`config.mk`:
```
export PLATFORM = sky130hd
export DESIGN_NAME = ct_spsram_256x144_acc_ctrl_flat
export DESIGN_NICKNAME = d
export VERILOG_FILES = /design/src/rtl/ct_spsram_256x144_acc_ctrl_pkg.sv /design/src/rtl/ct_spsram_256x144_acc_ctrl_if.sv /design/src/rtl/ct_spsram_rsp_fifo.sv /design/src/rtl/ct_spsram_256x144_acc_ctrl.sv /design/src/flat_wrapper.sv
export SDC_FILE = /design/constraint.sdc
export NUM_CORES = 1
export LEC_CHECK = 0
export BUFFER_PORTS_ARGS = -buffer_cell sky130_fd_sc_hd__buf_4
export CORE_AREA = 2 2 346 348
export CTS_BUF_LIST = sky130_fd_sc_hd__clkbuf_16
export DETAILED_ROUTE_END_ITERATION = 10
export DIE_AREA = 0 0 348 350
export PLACE_DENSITY = 0.46
export SLEW_MARGIN = 5
export SYNTH_ARGS = -nofsm -noshare
export SYNTH_HDL_FRONTEND = slang
export SYNTH_SLANG_ARGS = --single-unit
export TNS_END_PERCENT = 50
```
`constraint.sdc`:
```
create_clock -name forever_cpuclk -period 4.4 [get_ports forever_cpuclk]
set_input_delay 0.88 -clock forever_cpuclk [delete_from_list [all_inputs] [get_ports forever_cpuclk]]
set_output_delay 0.88 -clock forever_cpuclk [all_outputs]
set_load 0.02 [all_outputs]
```
`src/rtl/ct_spsram_256x144_acc_ctrl_pkg.sv`:
```
// Shared types and constants for the 256x144 single-port SRAM access controller.
package ct_spsram_256x144_acc_ctrl_pkg;

    localparam int unsigned ACC_ADDR_WIDTH = 8;
    localparam int unsigned ACC_DATA_WIDTH = 144;
    localparam int unsigned SRAM_DEPTH     = 2 ** ACC_ADDR_WIDTH;
    localparam int unsigned RSP_DEPTH      = 2;
    localparam int unsigned RSP_CNT_WIDTH  = $clog2(RSP_DEPTH + 1);

    typedef enum logic {
        ST_INIT = 1'b0,
        ST_RUN  = 1'b1
    } acc_state_e;

endpackage

```
`src/rtl/ct_spsram_256x144_acc_ctrl_if.sv`:
```
// Request/response stream plus SRAM macro pins of the access controller.
interface ct_spsram_256x144_acc_ctrl_if
    import ct_spsram_256x144_acc_ctrl_pkg::*;
#(
    parameter int unsigned ADDR_WIDTH = ACC_ADDR_WIDTH,
    parameter int unsigned DATA_WIDTH = ACC_DATA_WIDTH
);
    logic                  req_vld;
    logic                  req_rdy;
    logic                  req_wr;
    logic [ADDR_WIDTH-1:0] req_addr;
    logic [DATA_WIDTH-1:0] req_wdata;
    logic [DATA_WIDTH-1:0] req_wmask;
    logic                  rsp_vld;
    logic                  rsp_rdy;
    logic [DATA_WIDTH-1:0] rsp_data;
    logic                  init_done;
    logic                  sram_cen;
    logic                  sram_gwen;
    logic [DATA_WIDTH-1:0] sram_wen;
    logic [ADDR_WIDTH-1:0] sram_a;
    logic [DATA_WIDTH-1:0] sram_d;
    logic [DATA_WIDTH-1:0] sram_q;

    // Requester and SRAM macro side
    modport master (
        output req_vld, req_wr, req_addr, req_wdata, req_wmask, rsp_rdy, sram_q,
        input  req_rdy, rsp_vld, rsp_data, init_done,
        input  sram_cen, sram_gwen, sram_wen, sram_a, sram_d
    );

    // Controller side
    modport slave (
        input  req_vld, req_wr, req_addr, req_wdata, req_wmask, rsp_rdy, sram_q,
        output req_rdy, rsp_vld, rsp_data, init_done,
        output sram_cen, sram_gwen, sram_wen, sram_a, sram_d
    );

endinterface

```
`src/rtl/ct_spsram_rsp_fifo.sv`:
```
// Two-entry read-response FIFO; the head entry is a register that feeds rsp_data directly.
module ct_spsram_rsp_fifo
    import ct_spsram_256x144_acc_ctrl_pkg::*;
#(
    parameter int unsigned DATA_WIDTH = ACC_DATA_WIDTH
) (
    input  logic                     clk,
    input  logic                     rst_n,
    input  logic                     push,
    input  logic [DATA_WIDTH-1:0]    push_data,
    input  logic                     pop,
    output logic [RSP_CNT_WIDTH-1:0] cnt,
    output logic [DATA_WIDTH-1:0]    head
);

    localparam logic [RSP_CNT_WIDTH-1:0] CNT_ONE  = RSP_CNT_WIDTH'(1);
    localparam logic [RSP_CNT_WIDTH-1:0] CNT_FULL = RSP_CNT_WIDTH'(RSP_DEPTH);

    logic [DATA_WIDTH-1:0] tail;

    // Pop shifts tail into head; a push lands in the first free slot
    always_ff @(posedge clk or negedge rst_n) begin
        if (!rst_n) begin
            cnt  <= '0;
            head <= '0;
            tail <= '0;
        end else begin
            case ({push, pop})
                2'b10: begin
                    if (cnt == '0) begin
                        head <= push_data;
                    end else if (cnt == CNT_ONE) begin
                        tail <= push_data;
                    end
                    if (cnt != CNT_FULL) begin
                        cnt <= cnt + CNT_ONE;
                    end
                end
                2'b01: begin
                    head <= tail;
                    cnt  <= cnt - CNT_ONE;
                end
                2'b11: begin
                    if (cnt == CNT_ONE) begin
                        head <= push_data;
                    end else begin
                        head <= tail;
                        tail <= push_data;
                    end
                end
                default: begin
                end
            endcase
        end
    end

    a_no_push_when_full: assert property (
        @(posedge clk) disable iff (!rst_n) !(push && !pop && cnt == CNT_FULL)
    );

endmodule

```
`src/rtl/ct_spsram_256x144_acc_ctrl.sv`:
```
// Access controller for the 256x144 single-port SRAM: zero-fill after reset, then
// request-to-CEN/GWEN/WEN translation with credit-limited read responses.
module ct_spsram_256x144_acc_ctrl
    import ct_spsram_256x144_acc_ctrl_pkg::*;
#(
    parameter int unsigned ADDR_WIDTH = ACC_ADDR_WIDTH,
    parameter int unsigned DATA_WIDTH = ACC_DATA_WIDTH
) (
    input logic                          forever_cpuclk,
    input logic                          cpurst_b,
    ct_spsram_256x144_acc_ctrl_if.slave  bus
);

    localparam int unsigned OCC_WIDTH = RSP_CNT_WIDTH + 1;

    acc_state_e              state_q;
    acc_state_e              state_d;
    logic [ADDR_WIDTH-1:0]   init_cnt_q;
    logic [ADDR_WIDTH-1:0]   init_cnt_d;
    logic                    rd_inflight_q;
    logic [ADDR_WIDTH-1:0]   a_hold_q;
    logic [DATA_WIDTH-1:0]   d_hold_q;
    logic [RSP_CNT_WIDTH-1:0] fifo_cnt;
    logic [DATA_WIDTH-1:0]   fifo_head;
    logic                    rsp_vld;
    logic                    rsp_pop;
    logic [OCC_WIDTH-1:0]    occ_c;
    logic                    req_rdy_c;
    logic                    fire_c;
    logic                    sram_cen_c;
    logic                    sram_gwen_c;
    logic [DATA_WIDTH-1:0]   sram_wen_c;
    logic [ADDR_WIDTH-1:0]   sram_a_c;
    logic [DATA_WIDTH-1:0]   sram_d_c;

    assign rsp_vld = (fifo_cnt != '0);
    assign rsp_pop = rsp_vld & bus.rsp_rdy;

    // Slots already committed: queued responses plus the read still in the macro
    assign occ_c = OCC_WIDTH'(fifo_cnt) + OCC_WIDTH'(rd_inflight_q) - OCC_WIDTH'(rsp_pop);

    always_ff @(posedge forever_cpuclk or negedge cpurst_b) begin
        if (!cpurst_b) begin
            state_q    <= ST_INIT;
            init_cnt_q <= '0;
        end else begin
            state_q    <= state_d;
            init_cnt_q <= init_cnt_d;
        end
    end

    always_comb begin
        state_d     = state_q;
        init_cnt_d  = init_cnt_q;
        req_rdy_c   = 1'b0;
        fire_c      = 1'b0;
        sram_cen_c  = 1'b1;
        sram_gwen_c = 1'b1;
        sram_wen_c  = '1;
        sram_a_c    = a_hold_q;
        sram_d_c    = d_hold_q;
        case (state_q)
            ST_INIT: begin
                sram_cen_c  = 1'b0;
                sram_gwen_c = 1'b0;
                sram_wen_c  = '0;
                sram_a_c    = init_cnt_q;
                sram_d_c    = '0;
                init_cnt_d  = init_cnt_q + ADDR_WIDTH'(1);
                if (&init_cnt_q) begin
                    state_d = ST_RUN;
                end
            end
            ST_RUN: begin
                req_rdy_c = (occ_c < OCC_WIDTH'(RSP_DEPTH));
                fire_c    = bus.req_vld & req_rdy_c;
                if (fire_c) begin
                    sram_cen_c  = 1'b0;
                    sram_gwen_c = ~bus.req_wr;
                    sram_wen_c  = bus.req_wr ? ~bus.req_wmask : '1;
                    sram_a_c    = bus.req_addr;
                    sram_d_c    = bus.req_wdata;
                end
            end
            default: begin
                state_d = ST_INIT;
            end
        endcase
    end

    // Read tracking and last-driven address/data so idle cycles do not toggle the macro pins
    always_ff @(posedge forever_cpuclk or negedge cpurst_b) begin
        if (!cpurst_b) begin
            rd_inflight_q <= 1'b0;
            a_hold_q      <= '0;
            d_hold_q      <= '0;
        end else begin
            rd_inflight_q <= fire_c & ~bus.req_wr;
            a_hold_q      <= sram_a_c;
            d_hold_q      <= sram_d_c;
        end
    end

    ct_spsram_rsp_fifo #(
        .DATA_WIDTH (DATA_WIDTH)
    ) u_rsp_fifo (
        .clk       (forever_cpuclk),
        .rst_n     (cpurst_b),
        .push      (rd_inflight_q),
        .push_data (bus.sram_q),
        .pop       (rsp_pop),
        .cnt       (fifo_cnt),
        .head      (fifo_head)
    );

    assign bus.req_rdy   = req_rdy_c;
    assign bus.rsp_vld   = rsp_vld;
    assign bus.rsp_data  = fifo_head;
    assign bus.init_done = (state_q == ST_RUN);
    assign bus.sram_cen  = sram_cen_c;
    assign bus.sram_gwen = sram_gwen_c;
    assign bus.sram_wen  = sram_wen_c;
    assign bus.sram_a    = sram_a_c;
    assign bus.sram_d    = sram_d_c;

endmodule

```
`src/flat_wrapper.sv`:
```
// flat-port wrapper written by rule: the top's interface ports become plain ports
module ct_spsram_256x144_acc_ctrl_flat import ct_spsram_256x144_acc_ctrl_pkg::*;
#(
    parameter int unsigned ADDR_WIDTH = ACC_ADDR_WIDTH,
    parameter int unsigned DATA_WIDTH = ACC_DATA_WIDTH
)
  (forever_cpuclk, cpurst_b, bus_req_vld, bus_req_wr, bus_req_addr, bus_req_wdata, bus_req_wmask, bus_rsp_rdy, bus_sram_q, bus_req_rdy, bus_rsp_vld, bus_rsp_data, bus_init_done, bus_sram_cen, bus_sram_gwen, bus_sram_wen, bus_sram_a, bus_sram_d);
  ct_spsram_256x144_acc_ctrl_if #(.ADDR_WIDTH(ADDR_WIDTH), .DATA_WIDTH(DATA_WIDTH)) bus_i ();
  input logic forever_cpuclk;
  input logic cpurst_b;
  input wire logic [$bits(bus_i.req_vld)-1:0] bus_req_vld;
  input wire logic [$bits(bus_i.req_wr)-1:0] bus_req_wr;
  input wire logic [$bits(bus_i.req_addr)-1:0] bus_req_addr;
  input wire logic [$bits(bus_i.req_wdata)-1:0] bus_req_wdata;
  input wire logic [$bits(bus_i.req_wmask)-1:0] bus_req_wmask;
  input wire logic [$bits(bus_i.rsp_rdy)-1:0] bus_rsp_rdy;
  input wire logic [$bits(bus_i.sram_q)-1:0] bus_sram_q;
  output wire logic [$bits(bus_i.req_rdy)-1:0] bus_req_rdy;
  output wire logic [$bits(bus_i.rsp_vld)-1:0] bus_rsp_vld;
  output wire logic [$bits(bus_i.rsp_data)-1:0] bus_rsp_data;
  output wire logic [$bits(bus_i.init_done)-1:0] bus_init_done;
  output wire logic [$bits(bus_i.sram_cen)-1:0] bus_sram_cen;
  output wire logic [$bits(bus_i.sram_gwen)-1:0] bus_sram_gwen;
  output wire logic [$bits(bus_i.sram_wen)-1:0] bus_sram_wen;
  output wire logic [$bits(bus_i.sram_a)-1:0] bus_sram_a;
  output wire logic [$bits(bus_i.sram_d)-1:0] bus_sram_d;
  assign bus_i.req_vld = bus_req_vld;
  assign bus_i.req_wr = bus_req_wr;
  assign bus_i.req_addr = bus_req_addr;
  assign bus_i.req_wdata = bus_req_wdata;
  assign bus_i.req_wmask = bus_req_wmask;
  assign bus_i.rsp_rdy = bus_rsp_rdy;
  assign bus_i.sram_q = bus_sram_q;
  assign bus_req_rdy = bus_i.req_rdy;
  assign bus_rsp_vld = bus_i.rsp_vld;
  assign bus_rsp_data = bus_i.rsp_data;
  assign bus_init_done = bus_i.init_done;
  assign bus_sram_cen = bus_i.sram_cen;
  assign bus_sram_gwen = bus_i.sram_gwen;
  assign bus_sram_wen = bus_i.sram_wen;
  assign bus_sram_a = bus_i.sram_a;
  assign bus_sram_d = bus_i.sram_d;
  ct_spsram_256x144_acc_ctrl #(.ADDR_WIDTH(ADDR_WIDTH), .DATA_WIDTH(DATA_WIDTH)) u_core (.forever_cpuclk(forever_cpuclk), .cpurst_b(cpurst_b), .bus(bus_i));
endmodule
```
==> summary.md <==
| Metric | Value |
|---|---|
| Final hold slack | between 300 and 400 ps |
| Delay-heaviest family, CP | adder cells |
| Grt ovf | 0 |
| Gr usage total | roughly a fifth |
| Async SR Flop Fraction | 100.0% |
| Clk Latency, worst-skew pair | about 660 ps |
| WL final | 120.3 mm |
| Row count | approximately 130 |
| Mean area per synthesized cell | around 11 sq um |
| HP Class | primary input to asynchronous set/reset pin |
| H-Tree Depth | 2 |
| Max stage delay on crit path | 560 ps |
| Net switching fraction of the power | 36.99% |
| Internal | 0.009480 W |
| VDD IR max | 0.3119 mV |
| Register area share after synthesis | 53.76% |
| Slew Limit Headroom | roughly 16% |
| Status | finished, final reports clean |
| CP startpoint kind | flip-flop |
| Most frequent cells in the layout | buf_4 (943), dfrtp_1 (451), mux2_2 (243) |
| Leading area contributor after synthesis | dfrtp_1 |
| Seq cells post-synth | 452 |
| DRT iter0 DRCs | approximately 1200 |
| Largest net degree at the start of global routing | 150 |
| Commonest non-fill, non-tap cell in the layout | buf_4 |
| CP Capture Type | primary output |
| Sw Pwr | between 0.005 and 0.006 W |
| Cell Chain, Critical Path | inv_2, ha_4, nor2b_4, ha_4, nand2b_4, fa_2, inv_2, nor3_4, buf_12, buf_16, a22o_1, buf_4 |
| Reg2reg path depth | 11 |
| Stages on worst setup path | 12 |
| Worst endpoint data arrival time | between 3000 and 4000 ps |
| Initial antenna violation count | 23 |
| Routed wire per std cell | 27.85 um |
| Max-slew violation count | 0 |
| Die width | around 350 um |
| Fill cell count | 12490 |
| Tmin final | 4335 ps |
| Total of max-cap violations | 0 |
| Die ar. | 121800 sq um |
| Slowest cell on the critical path | fa_2 |
| DR pass1 iterations | 5 |
| CTS tree | yes |
| Unrepaired setup endpoints after global routing | yes |
| Mapped Cells | ~1900 |
| Endpoints failing setup | 0 |
| PD cells | 469.1 nW/um^2 |
| Final Util | 27.24% |
| Setup Skew | 20.90 ps |
| Logic gate share of total power | 35.2% |
| Worst-Margin Slew | 1264 ps |
| First-pass GRT wire length | 161.4 mm |
| Mapped Area | 21040 sq um |
| Fin crit share | 98.53% |
| Core area | 117800 sq um |
| CP max FO | 13 |
| EDFF count, synth | 0 |
| TritonCTS Buffers | 58 |
| Bufs on Longest Clock Path | 3 |
| Sequential Power Share | 34.4% |
| Vias per std cell | 4.464 |
| F_max | 230.7 MHz |
| Num ports | 890 |
| Distinct cells, synth | 37 |
| Area Growth Syn to Fin | 52.46% |
| Clk pwr share | 30.4% |
| Root Driver | clkbuf_16 |
| DRC Markers | 0 |
| Initial Utilization | 17.87% |
| # port buffers | approximately 890 |
| Syn nets | about 2300 |
| Share of layout cells above drive strength 1 | 48.60% |
| Vias in the first global route | 18890 |
| Power consumption | 0.01505 W |
| GP Congestion | roughly 0.93 |
| Antenna-violating nets left | 0 |
| Static Leak | between 15 and 20 nW |
| Ys flop type | dfrtp_1 |
| Vias | roughly 19000 |
| Die Y | around 350 um |
| Syn. warnings | 0 |
| Clk slew on worst S/H paths | 60 ps |
| HPWL Detailed | 92.82 mm |
| Critical path data required time | 3520 ps |
| CP bufs+invs | 5 |
| Nets@finish | 3183 |
| Setup_tns | 0 ps |
| CTS sink cnt | ~450 |
| Post-synth top area share | 53.76% |
| Crit Path Class | flip-flop to primary output |
| Final Hold Fails | 0 |
| Largest cells by area after synthesis | dfrtp_1 (54%), mux2_2 (13%), a22o_1 (6.0%), a22oi_1 (5.1%), a31oi_1 (4.3%) |
==> flip-flops by register name (all words and copies together), names as in the netlist <==
signal,count
u_core.a_hold_q,8
u_core.u_rsp_fifo.head,144
u_core.init_cnt_q,8
u_core.d_hold_q,144
u_core.rd_inflight_q,1
u_core.bus.init_done,1
u_core.u_rsp_fifo.tail,144
u_core.u_rsp_fifo.cnt,2
==> logic make-up (layout without fill, tap and decap cells) <==
group	count (synthesis)	in the layout	share of synthesized area, %
other cells	0	8	0
flops	452	452	53.76
buf+inv	184	1105	4.038
simple gates	313	313	5.881
mux	305	305	16.32
compound gates	583	583	19.07
fa+ha+maj	8	8	0.5114
xor+xnor	10	10	0.4163
==> Yosys cell counts (2+ instances only) <==
| library cell | instances |
|---|---|
| nand3b_1 | 2 |
| mux2_2 | 245 |
| ha_1 | 7 |
| nand2_1 | 149 |
| nor2b_1 | 2 |
| buf_6 | 7 |
| clkbuf_1 | 82 |
| buf_1 | 6 |
| nor2_1 | 147 |
| buf_4 | 2 |
| a31oi_1 | 145 |
| a22oi_1 | 143 |
| xnor2_1 | 6 |
| nand3_1 | 2 |
| inv_1 | 7 |
| o21ai_0 | 3 |
| a21oi_1 | 144 |
| nand2b_1 | 2 |
| nor3_1 | 2 |
| dfrtp_1 | 452 |
| a22o_1 | 144 |
| mux2_1 | 60 |
| buf_2 | 79 |
| xor2_1 | 4 |
==> layout make-up <==
| cell class | count | area [sq um] | area share (%) |
|---|---|---|---|
| antenna | 8 | 20.02 | 0.06241 |
| clock buffer | 59 | 1476 | 4.603 |
| clock inverter | 47 | 296.5 | 0.9244 |
| inverter | 8 | 32.53 | 0.1014 |
| multi-input combinational | 1219 | 9094 | 28.35 |
| sequential | 452 | 11310 | 35.26 |
| tap | 1536 | 1922 | 5.991 |
| timing repair buffer | 991 | 7925 | 24.71 |
==> power by group through the flow <==
stage	clock [W]	combinational, W	sequential, W
final	0.00457	0.00530	0.00518
after global routing	0.00489	0.00565	0.00525
after CTS	0.00473	0.00535	0.00518
after detailed placement	0	0.00524	0.00525
after global placement	0	0.00525	0.00523
after floorplan	0	0.00191	0.00594
==> path summary, 6_finish.rpt <==
path                                            start  slack [ps]                          end
min reg2reg                        u_core.d_hold_q[0]         500           u_core.d_hold_q[0]
min in group forever_cpuclk                bus_req_wr         430         u_core.rd_inflight_q
min                                          cpurst_b         360  u_core.u_rsp_fifo.head[110]
max reg2reg                  u_core.u_rsp_fifo.cnt[1]        1470  u_core.u_rsp_fifo.tail[120]
max in group asynchronous                    cpurst_b        2900          u_core.d_hold_q[20]
max                          u_core.u_rsp_fifo.cnt[1]          60               bus_sram_d[16]
==> metrics by stage <==
step	cell area, sq um	std cells	setup slack (ps)
after floorplan	21040	1855	433.0
after global placement	29830	4185	24.90
after detailed placement	29830	4185	-39.52
after CTS	31800	4298	2.004
after global routing	32080	4320	-18.08
final	32080	4320	64.52
==> repair_timing <==
action	in CTS	in global routing
setup endpoints to repair	298	211
gates resized for setup	21	28
setup buffers	5	12
cloned	2	2
hold buffers	0	0
pin swaps	4	12
==> per-layer routing <==
metal	wire, um	global-route usage (%)	part of all wire, %	up-vias
met2	60630	32.78	50	635
met4	4490	7.492	3.7	20
li1	-	-	-	8637
met3	7155	4.454	5.9	143
met1	47900	22.34	40	9850
met5	128	0	0.11	-
(Power assumes the default switching activity.)
